--- config.mk ---
export PLATFORM = sky130hd
export DESIGN_NAME = if_stage
export DESIGN_NICKNAME = d
export VERILOG_FILES = /design/src/rtl/if_stage.sv
export SDC_FILE = /design/constraint.sdc
export NUM_CORES = 1
export LEC_CHECK = 0
export CORE_UTILIZATION = 49
export DETAILED_ROUTE_END_ITERATION = 10
export PLACE_DENSITY = 0.86
export RECOVER_POWER = 25
export SLEW_MARGIN = 10
export SYNTH_ARGS = -nofsm -noshare
export SYNTH_HDL_FRONTEND = slang
export SYNTH_SLANG_ARGS = --single-unit
--- constraint.sdc ---
create_clock -name clk -period 4.6 [get_ports clk]
set_clock_uncertainty 0.2 [all_clocks]
set_input_delay 0.46 -clock clk [delete_from_list [all_inputs] [get_ports clk]]
set_output_delay 0.46 -clock clk [all_outputs]
set_load 0.05 [all_outputs]
--- src/rtl/if_stage.sv ---
// Instruction fetch stage: issues single-outstanding word fetches to the
// instruction memory, holds the returned instruction for decode, and tracks
// redirects (discarding in-flight responses) and misaligned redirect targets.
module if_stage #(
  parameter logic [31:0] RESET_PC  = 32'h0000_0000,
  parameter logic [31:0] NOP_INSTR = 32'h0000_0013
) (
  input  logic        clk,
  input  logic        rst,
  // instruction memory request/response
  output logic        imem_req,
  output logic [31:0] imem_addr,
  input  logic        imem_gnt,
  input  logic        imem_rvalid,
  input  logic [31:0] imem_rdata,
  // control-flow redirect
  input  logic        redirect_valid,
  input  logic [31:0] redirect_pc,
  // decode handshake
  input  logic        id_ready,
  output logic        if_valid,
  output logic [31:0] if_instr,
  output logic [31:0] if_pc,
  output logic [31:0] if_pc_plus4,
  output logic        misalign_exc
);

  // READY: nothing outstanding; WAIT: one outstanding, keep its response;
  // DROP: one outstanding, discard its response (a redirect overtook it).
  typedef enum logic [1:0] {
    ST_READY = 2'd0,
    ST_WAIT  = 2'd1,
    ST_DROP  = 2'd2
  } state_e;

  state_e      state_q,    state_d;
  logic [31:0] pc_q,       pc_d;
  logic [31:0] req_pc_q,   req_pc_d;
  logic        fault_q,    fault_d;
  logic        if_valid_q, if_valid_d;
  logic [31:0] if_instr_q, if_instr_d;
  logic [31:0] if_pc_q,    if_pc_d;

  logic        fetch_fire;
  logic        consume;

  // Request only when idle, not faulted, not redirecting, and the output
  // register is free or being drained this cycle.
  always_comb begin
    imem_req   = (state_q == ST_READY) & ~fault_q & ~rst & ~redirect_valid &
                 (~if_valid_q | id_ready);
    imem_addr  = pc_q;
    fetch_fire = imem_req & imem_gnt;
    consume    = if_valid_q & id_ready;
  end

  // Drive the decode-facing outputs from their registers.
  always_comb begin
    if_valid     = if_valid_q;
    if_instr     = if_instr_q;
    if_pc        = if_pc_q;
    if_pc_plus4  = if_pc_q + 32'd4;
    misalign_exc = fault_q;
  end

  // Next-state logic; a redirect takes priority over every other update,
  // and a response load takes priority over draining the output register.
  always_comb begin
    state_d    = state_q;
    pc_d       = pc_q;
    req_pc_d   = req_pc_q;
    fault_d    = fault_q;
    if_valid_d = if_valid_q;
    if_instr_d = if_instr_q;
    if_pc_d    = if_pc_q;

    if (redirect_valid) begin
      pc_d       = redirect_pc;
      fault_d    = |redirect_pc[1:0];
      if_valid_d = 1'b0;
      if_instr_d = NOP_INSTR;
      // Any outstanding request (and a response arriving now) is stale.
      if (state_q != ST_READY) begin
        state_d = ST_DROP;
      end
    end else begin
      if (consume) begin
        if_valid_d = 1'b0;
        if_instr_d = NOP_INSTR;
      end
      case (state_q)
        ST_READY: begin
          if (fetch_fire) begin
            req_pc_d = pc_q;
            pc_d     = pc_q + 32'd4;
            state_d  = ST_WAIT;
          end
        end
        ST_WAIT: begin
          if (imem_rvalid) begin
            if_instr_d = imem_rdata;
            if_pc_d    = req_pc_q;
            if_valid_d = 1'b1;
            state_d    = ST_READY;
          end
        end
        ST_DROP: begin
          if (imem_rvalid) begin
            state_d = ST_READY;
          end
        end
        default: begin
          state_d = ST_READY;
        end
      endcase
    end
  end

  // State registers with synchronous reset overriding everything, including
  // a redirect in the same cycle.
  always_ff @(posedge clk) begin
    if (rst) begin
      state_q    <= ST_READY;
      pc_q       <= RESET_PC;
      req_pc_q   <= RESET_PC;
      fault_q    <= 1'b0;
      if_valid_q <= 1'b0;
      if_instr_q <= NOP_INSTR;
      if_pc_q    <= '0;
    end else begin
      state_q    <= state_d;
      pc_q       <= pc_d;
      req_pc_q   <= req_pc_d;
      fault_q    <= fault_d;
      if_valid_q <= if_valid_d;
      if_instr_q <= if_instr_d;
      if_pc_q    <= if_pc_d;
    end
  end

endmodule

==> results.sh <==
export IMPL_status="complete, no violations"
export IMPL_rsz0062_at_grt="false"
export IMPL_maxCapViolCount=0
export IMPL_core_area_sq_um=11400
export IMPL_wl_met3_um=1400
export IMPL_layout_common_cells="nand2_1 (163), clkdlybuf4s50_1 (162), dfxtp_1 (132), a21oi_1 (86), nor2_1 (58)"
export IMPL_synthTopCellsByArea="dfxtp_1 (46%), nand2_1 (11%), a21oi_1 (7.6%)"
export IMPL_crit_arrival_ns=3.90
export IMPL_worst_pin_slew_ns=1.44
export IMPL_leakage_nw=2.94
export IMPL_cts_clk_slew_worst_paths_ns=0.05
export IMPL_finalPower_mw=2.82
export IMPL_cts_root_buffer="clkbuf_16"
export IMPL_ioPinCount=201
export IMPL_start_util_pct=50.5
export IMPL_fmax_mhz=265
export IMPL_first_iter_violations=559
export IMPL_async_flop_share_pct=0
export IMPL_drcViolationCount=0
export IMPL_post_synth_num_cell_types=46
export IMPL_htreeDepth=4
export IMPL_fin_nets=968
export IMPL_slew_viol_final=0
export IMPL_dpl_hpwl_um=11100
export IMPL_peakVddDrop_uv=232
export IMPL_die_y_um=110
export IMPL_crit_type="in -> reg"
export IMPL_die_area_sq_um=12200
export IMPL_syn_inst=718
export IMPL_synth_top_area_share_pct=45.8
export IMPL_hold_viol_final=0
export IMPL_regArea_sq_um=2640
export IMPL_wl_per_cell_um=15.5
export IMPL_synth_avg_cell_area_sq_um=8.03
export IMPL_ys_seq_area_share_pct=45.8
export IMPL_cp_required_ns=4.73
export IMPL_grt_total_usage_pct=26.8
export IMPL_wirelength_um=16300
export IMPL_cp_end_kind="flip-flop"
export IMPL_rows=39
export IMPL_synth_nets=792
export IMPL_final_antenna_net_count=0
export IMPL_fin_tns_setup_ns=0
export IMPL_clkSinkCount=132
export IMPL_gp_congestion=0.839
export IMPL_slew_limit_headroom_pct=3.78
export IMPL_multi_input_area_sq_um=2870
export IMPL_via_per_inst=5.50
export IMPL_area_growth_pct=45.2
export IMPL_clk_insertion_delay_late_ns=0.41
export IMPL_whs_ns=0.254
export IMPL_die_w_um=110
export IMPL_cts_buffer_depth=2
export IMPL_cp_max_fo=32
export IMPL_fin_crit_sh_pct=81.9
export IMPL_synthFlopType="dfxtp_1"
export IMPL_cts_hold_buf=0
export IMPL_grt_overflow_total=0
export IMPL_grt_pass1_vias=5363
export IMPL_cts_tree="built"
export IMPL_drive_above_1_share_pct=5.40
export IMPL_layout_commonest_cell="nand2_1"
export IMPL_io_buffers=200
export IMPL_fillers=889
export IMPL_num_antenna_cells=0
export IMPL_drt_met1_wl_um=6810
export IMPL_drtPass1Iterations=5
export IMPL_grt_max_degree=95
export IMPL_antenna_found_initial=0
export IMPL_worstSetupStartpointType="input pin"
export IMPL_postCtsSetupRepairBufs=0
export IMPL_grt_pass1_wl_um=26800
export IMPL_powerDensity_nw_per_um2=337
export IMPL_setup_violations=0
export IMPL_syn_area_sq_um=5770
export IMPL_yosys_register_bits=132
export IMPL_highest_layer="met4"
export IMPL_cts_buffers=17
export IMPL_vias=5776
export IMPL_synth_edff_count=0
export IMPL_ys_warn_count=0
export IMPL_synth_largest_area_cell="dfxtp_1"
export IMPL_period_minus_slack_ns=3.77
export IMPL_met2WireLength_um=7710
export IMPL_hp_class="reg -> reg"
export IMPL_cts_resized=0
worst paths after layout:
check                          endpoint  slack, ns                       from  depth (start not counted)
max reg2reg  imem_addr[17]$_SDFFE_PP0P_       1.65    state_q[1]$_SDFFE_PP0P_                          7
min           req_pc_q[30]$_SDFFE_PP0P_       0.25  req_pc_q[30]$_SDFFE_PP0P_                          2
min reg2reg   req_pc_q[30]$_SDFFE_PP0P_       0.25  req_pc_q[30]$_SDFFE_PP0P_                          2
max              if_pc[23]$_SDFFE_PP0P_       0.83             redirect_valid                          8
cells by family (layout without fill, tap and decap cells):
logic type / count (synthesis) / after routing / synth area share [%]
AND/OR/NAND/NOR: 311 / 311 / 24.6
flip-flops: 132 / 132 / 45.8
multiplexers: 7 / 7 / 1.30
AO/OA/AOI/OAI: 159 / 159 / 16.6
adder cells (fa/ha/maj): 4 / 4 / 0.868
XOR/XNOR: 41 / 41 / 6.23
buffers and inverters: 64 / 253 / 4.54
registers in the layout (all words and copies together), names as in the netlist:
signal,cells
if_instr,32
if_pc,32
if_valid,1
imem_addr,32
misalign_exc,1
req_pc_q,32
state_q,2
metrics by stage:
step	cells	setup slack, ns	area (sq um)	utilization [%]
after floorplan	718	1.37	5770	-
after global placement	1018	1.38	7790	68.3
after detailed placement	1018	1.32	7790	68.3
after CTS	1050	0.884	8380	73.4
after global routing	1050	0.456	8370	73.3
final	1050	0.833	8370	73.3
cell type report:
| cell class | instances | area share [%] |
|---|---|---|
| multi-input combinational | 522 | 34.3 |
| sequential | 132 | 31.6 |
| timing repair buffer | 208 | 24.5 |
| clock buffer | 18 | 5.13 |
| tap | 143 | 2.14 |
| clock inverter | 14 | 1.82 |
| inverter | 13 | 0.583 |
per-layer routing:
metal,track usage [%],vias to the layer above
li1,-,2838
met1,34.2,2645
met2,42.4,263
met3,8.89,30
met4,8.89,0
met5,0,-
critical path, cell delays in order:
cell	delay, ns
dlygate4sd3_1	0.59
clkbuf_1	1.00
inv_1	0.09
buf_4	0.28
nand2_1	0.09
clkbuf_1	1.04
nand2_1	0.14
a21oi_1	0.18
cells in the mapped netlist (all sizes together), types with 2 or more instances:
cell type and number:
nand4 16, or3 2, xor2 10, buf 12, xnor2 31, a211oi 6
a221oi 2, and4 10, nand3 25, a31oi 6, nor4 9, nand2 163
ha 4, dfxtp 132, nor3 4, nor2 59, a21oi 87, clkbuf 39
and2 7, and3 12, a22oi 30, mux2 4, o22ai 7, mux2i 3
a32oi 3, o21ai 9, inv 13
where the power goes:
group          leakage, nW  internal, mW  total (mW)  switching, mW
combinational         1.59         0.122       0.292          0.169
clock                0.273         0.802        1.32          0.519
sequential            1.07          1.17        1.21         0.0356
total                 2.94          2.09        2.82          0.724
(Power assumes the default switching activity.)
